[config.mk]
export PLATFORM = sky130hd
export DESIGN_NAME = layer_sequencer_flat
export DESIGN_NICKNAME = d
export VERILOG_FILES = /design/src/rtl/mnist_pkg.sv /design/src/rtl/layer_sequencer_if.sv /design/src/rtl/wrap_counter.sv /design/src/rtl/layer_sequencer.sv /design/src/flat_wrapper.sv
export SDC_FILE = /design/constraint.sdc
export NUM_CORES = 1
export LEC_CHECK = 0
export BUFFER_PORTS_ARGS = -buffer_cell sky130_fd_sc_hd__buf_4
export CORE_ASPECT_RATIO = 0.9
export CORE_UTILIZATION = 30
export CTS_BUF_LIST = sky130_fd_sc_hd__clkbuf_4 sky130_fd_sc_hd__clkbuf_8 sky130_fd_sc_hd__clkbuf_16
export CTS_CLUSTER_DIAMETER = 150
export DETAILED_ROUTE_END_ITERATION = 8
export SLEW_MARGIN = 20
export SYNTH_ARGS = -nofsm -noshare
export SYNTH_HDL_FRONTEND = slang
export SYNTH_HIERARCHICAL = 1
export SYNTH_SLANG_ARGS = --single-unit
[constraint.sdc]
create_clock -name clk -period 2.8 [get_ports clk]
set_clock_uncertainty 0.2 [all_clocks]
set_input_delay 0.56 -clock clk [delete_from_list [all_inputs] [get_ports clk]]
set_output_delay 0.56 -clock clk [all_outputs]
set_load 0.005 [all_outputs]
[src/rtl/mnist_pkg.sv]
// mnist_pkg: shared sequencer state encodings and MNIST layer sizes
package mnist_pkg;
  typedef enum logic [2:0] {IDLE, CLEAR, FEED, DRAIN, WRITE, DONE} state_t;
  localparam int MNIST_INPUTS = 784;
  localparam int MNIST_NEURONS = 10;
endpackage

[src/rtl/layer_sequencer_if.sv]
// layer_sequencer_if: memory address, MAC strobe and result handshake bundle
interface layer_sequencer_if #(
  parameter int IN_AW = 10,
  parameter int NEU_AW = 4
);
  logic [IN_AW-1:0] in_addr;
  logic [NEU_AW-1:0] neu_addr;
  logic [NEU_AW-1:0] out_addr;
  logic addr_valid;
  logic mac_clr;
  logic mac_en;
  logic mac_last;
  logic out_valid;
  logic out_ready;
  modport master (
    output in_addr, neu_addr, addr_valid, mac_clr, mac_en, mac_last, out_valid, out_addr,
    input out_ready
  );
  modport slave (
    input in_addr, neu_addr, addr_valid, mac_clr, mac_en, mac_last, out_valid, out_addr,
    output out_ready
  );
endinterface

[src/rtl/wrap_counter.sv]
// wrap_counter: index counter with clear, increment and terminal-count flag
module wrap_counter #(
  parameter int WIDTH = 4,
  parameter int MAX = 9
) (
  input  logic             clk,
  input  logic             rst,
  input  logic             clr,
  input  logic             inc,
  output logic [WIDTH-1:0] count,
  output logic             at_max
);
  assign at_max = count == WIDTH'(MAX);
  // clear wins over increment; increment past MAX wraps to zero
  always_ff @(posedge clk)
    count <= (rst || clr) ? '0 : inc ? (at_max ? '0 : count + 1'b1) : count;
endmodule

[src/rtl/layer_sequencer.sv]
// layer_sequencer: per-neuron address sweep, MAC strobes and result handoff for one FC layer
module layer_sequencer
  import mnist_pkg::*;
#(
  parameter int NUM_INPUTS = MNIST_INPUTS,
  parameter int NUM_NEURONS = MNIST_NEURONS,
  parameter int IN_AW = 10,
  parameter int NEU_AW = 4,
  parameter int PIPE_LAT = 2
) (
  input  logic clk,
  input  logic rst,
  input  logic start,
  input  logic abort,
  output logic busy,
  output logic done,
  layer_sequencer_if.master bus
);
  state_t state, nxt;
  logic [IN_AW-1:0] in_idx;
  logic [NEU_AW-1:0] neu_idx;
  logic in_last, neu_last, av;
  logic [2:0] dcnt;
  assign av = state == FEED;
  wrap_counter #(.WIDTH(IN_AW), .MAX(NUM_INPUTS - 1)) u_in (
    .clk(clk), .rst(rst), .clr(state == CLEAR || abort), .inc(av && !in_last),
    .count(in_idx), .at_max(in_last)
  );
  wrap_counter #(.WIDTH(NEU_AW), .MAX(NUM_NEURONS - 1)) u_neu (
    .clk(clk), .rst(rst), .clr(state == IDLE),
    .inc(state == WRITE && bus.out_ready && !abort && !neu_last),
    .count(neu_idx), .at_max(neu_last)
  );
  // state register; drain counter runs only while in DRAIN
  always_ff @(posedge clk) begin
    state <= rst ? IDLE : nxt;
    dcnt <= (rst || state != DRAIN) ? '0 : dcnt + 3'd1;
  end
  // next state; abort overrides every transition
  always_comb begin
    nxt = state;
    case (state)
      IDLE:    nxt = start ? CLEAR : IDLE;
      CLEAR:   nxt = FEED;
      FEED:    nxt = in_last ? (PIPE_LAT > 0 ? DRAIN : WRITE) : FEED;
      DRAIN:   nxt = dcnt == 3'(PIPE_LAT - 1) ? WRITE : DRAIN;
      WRITE:   nxt = bus.out_ready ? (neu_last ? DONE : CLEAR) : WRITE;
      DONE:    nxt = IDLE;
      default: nxt = IDLE;
    endcase
    if (abort) nxt = IDLE;
  end
  // state-decoded outputs; addresses read as zero outside their live cycles
  always_comb begin
    busy = state != IDLE;
    done = state == DONE;
    bus.mac_clr = state == CLEAR;
    bus.addr_valid = av;
    bus.in_addr = av ? in_idx : '0;
    bus.neu_addr = av ? neu_idx : '0;
    bus.out_valid = state == WRITE;
    bus.out_addr = state == WRITE ? neu_idx : '0;
  end
  generate
    if (PIPE_LAT > 0) begin : g_pipe
      logic [PIPE_LAT-1:0] en_sr, last_sr;
      // align MAC strobes with operands arriving PIPE_LAT cycles after the address
      always_ff @(posedge clk) begin
        en_sr <= (rst || abort) ? '0 : PIPE_LAT'({en_sr, av});
        last_sr <= (rst || abort) ? '0 : PIPE_LAT'({last_sr, av && in_last});
      end
      assign bus.mac_en = en_sr[PIPE_LAT-1];
      assign bus.mac_last = last_sr[PIPE_LAT-1];
    end else begin : g_nopipe
      assign bus.mac_en = av;
      assign bus.mac_last = av && in_last;
    end
  endgenerate
endmodule

[src/flat_wrapper.sv]
// flat-port wrapper written by rule: the top's interface ports become plain ports
module layer_sequencer_flat import mnist_pkg::*;
#(
  parameter int NUM_INPUTS = MNIST_INPUTS,
  parameter int NUM_NEURONS = MNIST_NEURONS,
  parameter int IN_AW = 10,
  parameter int NEU_AW = 4,
  parameter int PIPE_LAT = 2
)
  (clk, rst, start, abort, busy, done, bus_in_addr, bus_neu_addr, bus_addr_valid, bus_mac_clr, bus_mac_en, bus_mac_last, bus_out_valid, bus_out_addr, bus_out_ready);
  layer_sequencer_if #(.IN_AW(IN_AW), .NEU_AW(NEU_AW)) bus_i ();
  input  logic clk;
  input  logic rst;
  input  logic start;
  input  logic abort;
  output logic busy;
  output logic done;
  output wire logic [$bits(bus_i.in_addr)-1:0] bus_in_addr;
  output wire logic [$bits(bus_i.neu_addr)-1:0] bus_neu_addr;
  output wire logic [$bits(bus_i.addr_valid)-1:0] bus_addr_valid;
  output wire logic [$bits(bus_i.mac_clr)-1:0] bus_mac_clr;
  output wire logic [$bits(bus_i.mac_en)-1:0] bus_mac_en;
  output wire logic [$bits(bus_i.mac_last)-1:0] bus_mac_last;
  output wire logic [$bits(bus_i.out_valid)-1:0] bus_out_valid;
  output wire logic [$bits(bus_i.out_addr)-1:0] bus_out_addr;
  input wire logic [$bits(bus_i.out_ready)-1:0] bus_out_ready;
  assign bus_in_addr = bus_i.in_addr;
  assign bus_neu_addr = bus_i.neu_addr;
  assign bus_addr_valid = bus_i.addr_valid;
  assign bus_mac_clr = bus_i.mac_clr;
  assign bus_mac_en = bus_i.mac_en;
  assign bus_mac_last = bus_i.mac_last;
  assign bus_out_valid = bus_i.out_valid;
  assign bus_out_addr = bus_i.out_addr;
  assign bus_i.out_ready = bus_out_ready;
  layer_sequencer #(.NUM_INPUTS(NUM_INPUTS), .NUM_NEURONS(NUM_NEURONS), .IN_AW(IN_AW), .NEU_AW(NEU_AW), .PIPE_LAT(PIPE_LAT)) u_core (.clk(clk), .rst(rst), .start(start), .abort(abort), .busy(busy), .done(done), .bus(bus_i));
endmodule
* Word-level counts from Yosys, hierarchy flattened
Index checks and enable logic that the tools add are counted.
** Word-level totals
- Flip-flop bits (word level) :: 24
- Input port bits :: 5
- Output and inout port bits :: 25
- Logic and storage cells :: 45
** Cells by class
- $add $sub $neg :: 3
- Equality and inequality tests :: 9
- Mux-type cells :: 11
- Reductions and logical operators :: 16
** Operator list (count)
- 2-to-1 mux 10 bit :: 2
- one-hot mux 3 bit (5 select lines) :: 1
- 2-to-1 mux 4 bit :: 3
- adder 10 x 1 -> 10 bit (second input constant) :: 1
- == test 10 bit (second input constant) :: 1
- 2-to-1 mux 3 bit :: 3
- == test 3 x 1 -> 1 bit (second input constant) :: 2
- == test 3 x 2 -> 1 bit (second input constant) :: 2
- == test 3 bit (second input constant) :: 2
- logical AND 1 bit :: 5
- logical OR 1 bit :: 5
- adder 4 x 1 -> 4 bit (second input constant) :: 1
- == test 4 bit (second input constant) :: 1
- adder 3 x 1 -> 3 bit (second input constant) :: 1
- zero test 1 bit :: 3
- zero test 3 bit :: 1
- != test 3 x 2 -> 1 bit (second input constant) :: 1
- nonzero test 3 bit :: 1
- 2-to-1 mux 1 bit :: 2
- OR reduction 2 bit :: 1

* Logic depth before layout (Yosys ltp)
Gate-level depths: netlist of run 1.
- Word-level depth :: 4
- Depth in mapped cells :: 8
- Mapped depth without buffers :: 7

* Modules after synthesis
Netlist of run 1, hierarchy kept.
** Modules (own cells, without submodules)
- layer_sequencer :: times used 1, cells an instance 69, area an instance 595.6 µm², sequential area each 200.2 µm²
- wrap_counter (u_core.u_in) :: times used 1, cells an instance 57, area an instance 505.5 µm², sequential area each 200.2 µm²
- wrap_counter (u_core.u_neu) :: times used 1, cells an instance 21, area an instance 196.4 µm², sequential area each 80.1 µm²

* Least setup slack after synthesis of run 1
OpenSTA, ideal clock, no wires.
- Path type :: reg2reg
- Start :: register u_core.u_in.count[4]
- End :: register u_core.u_in.count[9]
- Library setup time :: 0.070 ns
- Arrival :: 1.869 ns
- Data required time :: 2.530 ns
- Slack :: 0.661 ns
- Stages on the path, launching flop included :: 9
- Buffers on the path :: 1
- Period minus slack after synthesis :: 2.139 ns
- Cell sequence :: dfxtp_1 nor4_1 nand3_1 nor2_1 nor2b_1 buf_6 and4_2 a41o_2 a21oi_1
** Between the ends
- Cells in the longest elaborated chain, start to end :: 3
- Elaborated cells between the ends (all ways) :: 5
- Classes of those cells :: 1 x add/sub; 1 x eq/ne; 1 x mux; 2 x reduce/logical
** Ends and longest elaborated chain
- from (decl) :: line wrap_counter.sv:10 : output logic [WIDTH-1:0] count,
- from (signal assigned) :: line wrap_counter.sv:16 : count <= (rst || clr) ? '0 : inc ? (at_max ? '0 : count + 1'b1) : count;
- == test 10 bit * :: line wrap_counter.sv:13 : assign at_max = count == WIDTH'(MAX);
- named net u_core.in_last :: line layer_sequencer.sv:22 : logic in_last, neu_last, av;
- zero test 1 bit :: line layer_sequencer.sv:26 : .clk(clk), .rst(rst), .clr(state == CLEAR || abort), .inc(av && !in_last),
- logical AND 1 bit :: line layer_sequencer.sv:26
The timed path passes the listed nets; every way through them passes the cells marked *.
A chain may end at the register's enable or synchronous reset.

* Worst setup path after layout of run 1
- Start :: register u_core.state[1]
- End :: output port bus_in_addr[0]
** Between the ends
- Cells in the longest elaborated chain, start to end :: 2
** Ends and longest elaborated chain
- from (decl) :: line layer_sequencer.sv:19 : state_t state, nxt;
- from (signal assigned) :: line layer_sequencer.sv:36 : state <= rst ? IDLE : nxt;
- == test 3 x 2 -> 1 bit :: line layer_sequencer.sv:24 : assign av = state == FEED;
- 2-to-1 mux 10 bit :: line layer_sequencer.sv:59 : bus.in_addr = av ? in_idx : '0;
- to (decl) :: line flat_wrapper.sv:18 : output wire logic [$bits(bus_i.in_addr)-1:0] bus_in_addr;
No other way between the ends.

==> results of run 1 <==
==> area by class of cell <==
type,count,area (sq um)
Fill cell,413,2500
Clock buffer,3,41.3
Timing Repair Buffer,33,248
Inverter,4,15.0
Multi-Input combinational cell,114,754
Sequential cell,24,480
Tap cell,48,60.1
==> metrics by stage <==
stage                     hold WS (ns)  cells  worst slack (ns)  power [mW]
after floorplan                  0.206    147             0.661       0.371
after global placement           0.209    223             0.658       0.383
after detailed placement         0.211    223             0.604       0.382
after CTS                        0.231    226             0.524       0.582
after global routing             0.251    226             0.393       0.599
final                            0.229    226             0.548       0.569
==> critical path: cells and delay by family (launching register included) <==
family                 cells  cell delay [ns]
flip-flops                 1             0.51
AND/OR/NAND/NOR            2             0.40
buffers and inverters      2             0.32
==> registers in the layout, summed over array words and instances, names as in the netlist <==
name	cells
u_core/u_neu/count	4
u_core/dcnt	3
u_core/g_pipe.en_sr	2
u_core/state	3
u_core/g_pipe.last_sr	2
u_core/u_in/count	10
==> synth_stat cells, types with 2 or more instances <==
cell type / number / share of area, %
o21ai_0: 3 / 1.2
and2_1: 17 / 8.2
xnor2_1: 4 / 2.7
nand2_1: 11 / 3.2
or3_1: 3 / 1.4
nor3b_1: 2 / 1.2
buf_2: 2 / 0.77
nor4_1: 2 / 0.96
or2_2: 3 / 1.4
nand4_1: 3 / 1.4
a31oi_1: 2 / 0.96
inv_1: 4 / 1.2
xor2_1: 2 / 1.4
nor2_1: 14 / 4.1
a21oi_1: 6 / 2.3
ha_1: 3 / 2.9
buf_6: 2 / 1.7
nand3_1: 4 / 1.5
dfxtp_1: 24 / 37
nor2b_1: 2 / 0.96
mux2i_1: 2 / 1.5
nor3_1: 3 / 1.2
and3_1: 5 / 2.4
==> where the power goes <==
part	internal (mW)	switching, mW
clock network	0.0959	0.0990
logic	0.0142	0.0152
registers	0.342	0.00268
==> logic make-up (layout without fill, tap and decap cells) <==
| family | Yosys count | in the layout | share of synthesized area [%] |
|---|---|---|---|
| mux | 3 | 3 | 2.41 |
| fa+ha+maj | 3 | 3 | 2.89 |
| flops | 24 | 24 | 37.0 |
| compound gates | 21 | 21 | 11.7 |
| buf+inv | 9 | 40 | 4.82 |
| xor+xnor | 6 | 6 | 4.05 |
| simple gates | 81 | 81 | 37.1 |
==> layer usage <==
layer | up-vias | global-route usage [%]
met5 | - | 0
met4 | 0 | 3.50
met3 | 2 | 2.84
met2 | 10 | 18.0
met1 | 508 | 16.1
li1 | 580 | -
==> path summary, 6_finish.rpt <==
kind / cells past startpoint / endpoint / slack [ns]
max reg2reg: 9 / u_core/u_in/count[9]$_SDFFE_PP0P_ / 0.57
min reg2reg: 1 / u_core/g_pipe.last_sr[1]$_SDFF_PP0_ / 0.23
min: 1 / u_core/g_pipe.last_sr[1]$_SDFF_PP0_ / 0.23
max: 4 / bus_in_addr[0] / 0.55
==> results.md, run 1 <==
* Status: completed
* Tcrit/Tclk final at 80.4%
* RD Place Congestion at 0.729
* Max stage delay on crit path at 0.51 ns
* CP endpoint kind: output pin
* CTS Hold Bufs at 0
* Fin nets at 188
* Reg2reg start: u_core/u_in/count[4]$_SDFFE_PP0P_
* Sequential area share after synthesis at 37.0%
* Asr flop ratio synth at 0%
* Slew margin rel. at 68.7%
* Via density at 4.87
* Synth Flop Type: dfxtp_1
* Metal2 WL at 1190 um
* DRT iter0 DRCs at 57
* Syn-to-layout area delta at 23.2%
* Worst-path clk slew at 0.08 ns
* Hold Fails Final Rpt at 0
* Die height at 64.4 um
* Pleak at 0.661 nW
* Pin count of the biggest net entering global routing at 18
* Clk root buf: clkbuf_8
* Final min period at 2.25 ns
* First-pass GRT wire length at 4310 um
* Worst Min Path Start: u_core/g_pipe.last_sr[0]$_SDFF_PP0_
* Buffer count from post-CTS setup fixing at 0
* Synth unique cells at 47
* Crit path arrival time at 1.49 ns
* Startpoint types: flip-flop
* RSZ-0062 raised after global routing: no
* CTS tree: done
* CP Launch Point: u_core/state[1]$_SDFF_PP0_
* Port-buffer cells at 29
* Fin util at 39.0%
* Synth Register Bits at 24
* Synthesized cell area at 1300 sq um
* Crit-path max FO at 17
* Required time worst endpoint at 2.04 ns
* Share of layout cells above drive strength 1 at 28.7%
* Most frequent cells in the layout: buf_4 (33), dfxtp_1 (24), and2_1 (17)
* Clk sink count at 24
* # setup viols final at 0
* Post-cts resize count at 0
* Gr ovfl total at 0
* Top layer used by detailed routing: met4
* Chip width at 71.3 um
* Antenna-violating nets left at 0
* Vias at 1,100
* Area of the core at 4100 sq um
* TritonRoute pass-1 iters at 4
* Total track usage at 11.7%
* Most common cell after layout, fill and taps aside: buf_4
* Vias in the first global route at 945
* Finished Cell Area at 1600 sq um
* Num ports at 30
* HPWL after detailed placement at 1970 um
* # rows at 22
* Total CTS buffers at 3
* Critical path type: flip-flop to output pin
* Worst-margin pin slew at 0.469 ns
* TNS Setup at 0 ns
* Worst skew pair latency at 0.26 ns
* Mean Syn Cell Area at 8.83 sq um
* Placed cell area at 1560 sq um
* DR DRC count at 0
* Syn nets at 155
* Starting Density at 31.6%
* DIE AREA at 4590 sq um
* Number of flops mapped to enable cells by yosys at 0
* Max Cap Viol at 0
* Final WL at 2630 um
* Pwr Density at 356 nW/um^2
* Most frequent CP cell: buf_4
* ANT cells at 0
* CP max-delay cell: dfxtp_1
* Avg WL per Cell at 11.6 um
* Antenna violations before repair at 0
* Met3 WL at 61 um
* Maximum VDD drop at 0.202 mV
* Ys Warns at 6
* Fin. max-slew vios at 0
* CTS Buffer Depth at 2
* Metal-1 WL at 1360 um
* Cells after Synth at 147
* Max Fclk at 444 MHz
* Cell Chain, Critical Path: nor3b_4, buf_4, and2_1, buf_4
* Hold Crit Class: flip-flop to flip-flop
* Htree depth at 1
Note: power is estimated with default switching activity, not from simulation.
==> run 2, diff against run 1 <==
--- a/config.mk
+++ b/config.mk
@@ -5,6 +5,7 @@
 export SDC_FILE = /design/constraint.sdc
 export NUM_CORES = 1
 export LEC_CHECK = 0
+export ABC_AREA = 1
 export BUFFER_PORTS_ARGS = -buffer_cell sky130_fd_sc_hd__buf_4
 export CORE_ASPECT_RATIO = 0.9
 export CORE_UTILIZATION = 30
==> constraint.sdc (replaced) <==
create_clock -name clk -period 1.9 [get_ports clk]
set_clock_uncertainty 0.2 [all_clocks]
set_input_delay 0.38 -clock clk [delete_from_list [all_inputs] [get_ports clk]]
set_output_delay 0.38 -clock clk [all_outputs]
set_load 0.005 [all_outputs]
==> run 2 against run 1 <==
  * Design area grew 9.2%
  * Die area rose by 1.4%
  * Setup slack lost 0.46 ns
  * Core utilization grew 3.3 points
  * Area after synthesis is 1.4% higher
  * Flip-flop and latch count unchanged
  * Largest power group unchanged
==> results.md, run 2 <==
* Hold Fails Final Rpt at 0 (unchanged)
* Layout Cells excl Fill at 291 (+29%)
* Worst skew pair latency at 0.27 ns (about the same)
* Chip width at 71.8 um (+0.70%)
* Hold Crit Class: flip-flop to flip-flop
* Final Power at 1.00 mW (+76%)
* Largest register FFs at 10 (unchanged)
* Top layer used by detailed routing: met4
* Total track usage at 13.2% (+1.5 points)
* Pleak at 0.757 nW (+14%)
* Synth area leaders: dfxtp_1 (37%), nor2_1 (14%), inv_1 (12%)
* Final WL at 2880 um (+9.6%)
* Fin nets at 252 (+34%)
* Synthesized cell area at 1320 sq um (+1.4%)
* Dpl ws at -0.113 ns (-0.718 ns)
* Max Fclk at 552 MHz
* Area leader, netlist: dfxtp_1
* Filler cell count at 435 (+5.3%)
* Top reg by flops: u_core/u_in/count
* DIE AREA at 4660 sq um (+1.4%)
* Gr ovfl total at 0 (unchanged)
* Cells after Synth at 204 (+39%)
* Status: completed
* Placed insts at 286 (+28%)
* Maximum VDD drop at 0.345 mV (+70%)
* ANT cells at 0 (unchanged)
* Final min period at 1.81 ns
* Post-route setup slack at 0.0896 ns (-0.459 ns)
* RSZ-0062 raised after global routing: yes
* Worst-margin pin slew at 0.288 ns (-0.181 ns)
* Syn-to-layout area delta at 32.6%
* Startpoint types: flip-flop
* DR DRC count at 0 (unchanged)
* Pwr Density at 574 nW/um^2 (+61%)
* Required time worst endpoint at 1.32 ns (-0.72 ns)
* Num ports at 30 (unchanged)
* Synth unique cells at 22 (-53%)
* Clk sink count at 24 (unchanged)
* Syn nets at 212 (+37%)
* Pin count of the biggest net entering global routing at 18 (unchanged)
* Avg WL per Cell at 9.91 um (-15%)
* Multi-input gate area at 662 sq um (-12%)
* Vias in the first global route at 1,159 (+23%)
* Metal2 WL at 1280 um (+7.7%)
* Synth Flop Type: dfxtp_1
* Die height at 64.8 um (+0.70%)
* Worst-path clk slew at 0.09 ns (about the same)
* Most common cell after layout, fill and taps aside: nor2_1
* Synth top cells by count: nor2_1 (48), inv_1 (43), nand2_1 (35), dfxtp_1 (24), nand3_1 (10)
* CTS tree: done
* Asr flop ratio synth at 0% (unchanged)
* TritonRoute pass-1 iters at 4 (unchanged)
* Top Registers: u_core/u_in/count: 10 flops, u_core/u_neu/count: 4 flops
* RD Place Congestion at 0.834 (+14%)
* # rows at 22 (unchanged)
* Crit path arrival time at 1.23 ns (-0.26 ns)
* Via density at 4.36 (-10%)
* # setup viols final at 0 (unchanged)
* Most frequent cells in the layout: nor2_1 (47), inv_1 (41), buf_4 (36)
* Mean Syn Cell Area at 6.45 sq um (-27%)
* Synth top area share at 36.5% (-0.53 points)
* Max Cap Viol at 0 (unchanged)
* Met3 WL at 161 um (+160%)
* Synth Register Bits at 24 (unchanged)
* Total CTS buffers at 3 (unchanged)
* Critical path type: flip-flop to output pin
* Fin. max-slew vios at 0 (unchanged)
* Crit-path max FO at 4 (-13)
* Antenna violations before repair at 0 (unchanged)
* Area of the core at 4130 sq um (+0.67%)
* CP endpoint kind: output pin
* Share of layout cells above drive strength 1 at 26.3% (-2.3 points)
* Tcrit/Tclk final at 95.3%
* Antenna-violating nets left at 0 (unchanged)
* Sequential area share after synthesis at 36.5% (-0.53 points)
* Count leader, synth: nor2_1
* Number of flops mapped to enable cells by yosys at 0 (unchanged)
* Vias at 1,268 (+15%)
* First-pass GRT wire length at 4900 um (+14%)
* Slew margin rel. at 80.6% (+12 points)
* FF+latch area at 484 sq um (+0.78%)
* Port-buffer cells at 29 (unchanged)
* Clk root buf: clkbuf_8
* Htree depth at 1 (unchanged)
* HPWL after detailed placement at 2180 um (+11%)
* Metal-1 WL at 1430 um (+4.8%)
* Starting Density at 31.9% (+0.24 points)
* DRT iter0 DRCs at 48 (-16%)
* CTS Buffer Depth at 2 (unchanged)
* Ys Warns at 6 (unchanged)
-- run 2: cell types whose count changed in the layout (fill, tap and decap cells not counted), moves of 6 or more --
cell | before | now
inv_1 | 4 | 41
nor2_1 | 14 | 47
inv_2 | 0 | 6
nand3_1 | 4 | 10
and2_1 | 17 | 0
nand2_1 | 11 | 35
-- run 2: power by group --
| group | switching [mW] | total (mW) | internal (mW) |
|---|---|---|---|
| sequential | 0.00224 | 0.507 | 0.505 |
| combinational | 0.0262 | 0.0446 | 0.0183 |
| clock | 0.169 | 0.451 | 0.282 |
| total | 0.198 | 1.00 | 0.805 |
-- run 2: path summary, 6_finish.rpt --
kind                                        from                                  end  slack (ns)  cells past startpoint
min reg2reg  u_core/g_pipe.last_sr[0]$_SDFF_PP0_  u_core/g_pipe.last_sr[1]$_SDFF_PP0_        0.21                      2
max                   u_core/state[0]$_SDFF_PP0_                      bus_out_addr[1]        0.09                      6
max reg2reg    u_core/u_in/count[1]$_SDFFE_PP0P_    u_core/u_in/count[8]$_SDFFE_PP0P_        0.14                     11
min          u_core/g_pipe.last_sr[0]$_SDFF_PP0_  u_core/g_pipe.last_sr[1]$_SDFF_PP0_        0.21                      2
-- run 2: cell type report --
type,instances,area share [%]
multi-input combinational,130,37.9
timing repair buffer,37,16.3
clock buffer,3,2.37
sequential,24,27.7
inverter,48,10.5
clock inverter,1,1.72
tap,48,3.44
-- run 2: logic make-up after synthesis --
| group | after synthesis | synth area share (%) |
|---|---|---|
| buffers and inverters | 50 | 15.4 |
| AO/OA/AOI/OAI | 8 | 3.42 |
| multiplexers | 1 | 0.760 |
| adder cells (fa/ha/maj) | 3 | 2.85 |
| XOR/XNOR | 4 | 2.66 |
| AND/OR/NAND/NOR | 114 | 38.4 |
| flip-flops | 24 | 36.5 |
-- run 2: metrics by stage --
stage                     cell area (sq um)  hold slack (ns)  util (%)  setup TNS, ns
after floorplan                        1320            0.194         -              0
after global placement                 1620            0.196      39.3        -0.0127
after detailed placement               1620            0.201      39.3         -0.578
after CTS                              1700            0.215      41.2              0
after global routing                   1750            0.221      42.3        -0.0135
final                                  1750            0.211      42.3              0
-- run 2: layer usage --
layer | GRT usage, % | vias up
met3 | 3.73 | 2
met5 | 0 | -
met1 | 16.8 | 546
met4 | 3.19 | 0
li1 | - | 684
met2 | 22.1 | 36
-- run 2: worst max-delay path, cell delays in order (launching register included) --
cell     delay [ns]
dfxtp_2        0.35
inv_2          0.09
nand2_1        0.08
nor2_2         0.16
inv_2          0.07
nor2_1         0.10
buf_4          0.12
-- run 2: what timing repair did --
item / in CTS / in global routing
hold buffers: 0 / 0
setup endpoints to repair: 11 / 29
pin swaps: 0 / 3
setup buffers: 0 / 1
gates resized for setup: 2 / 12
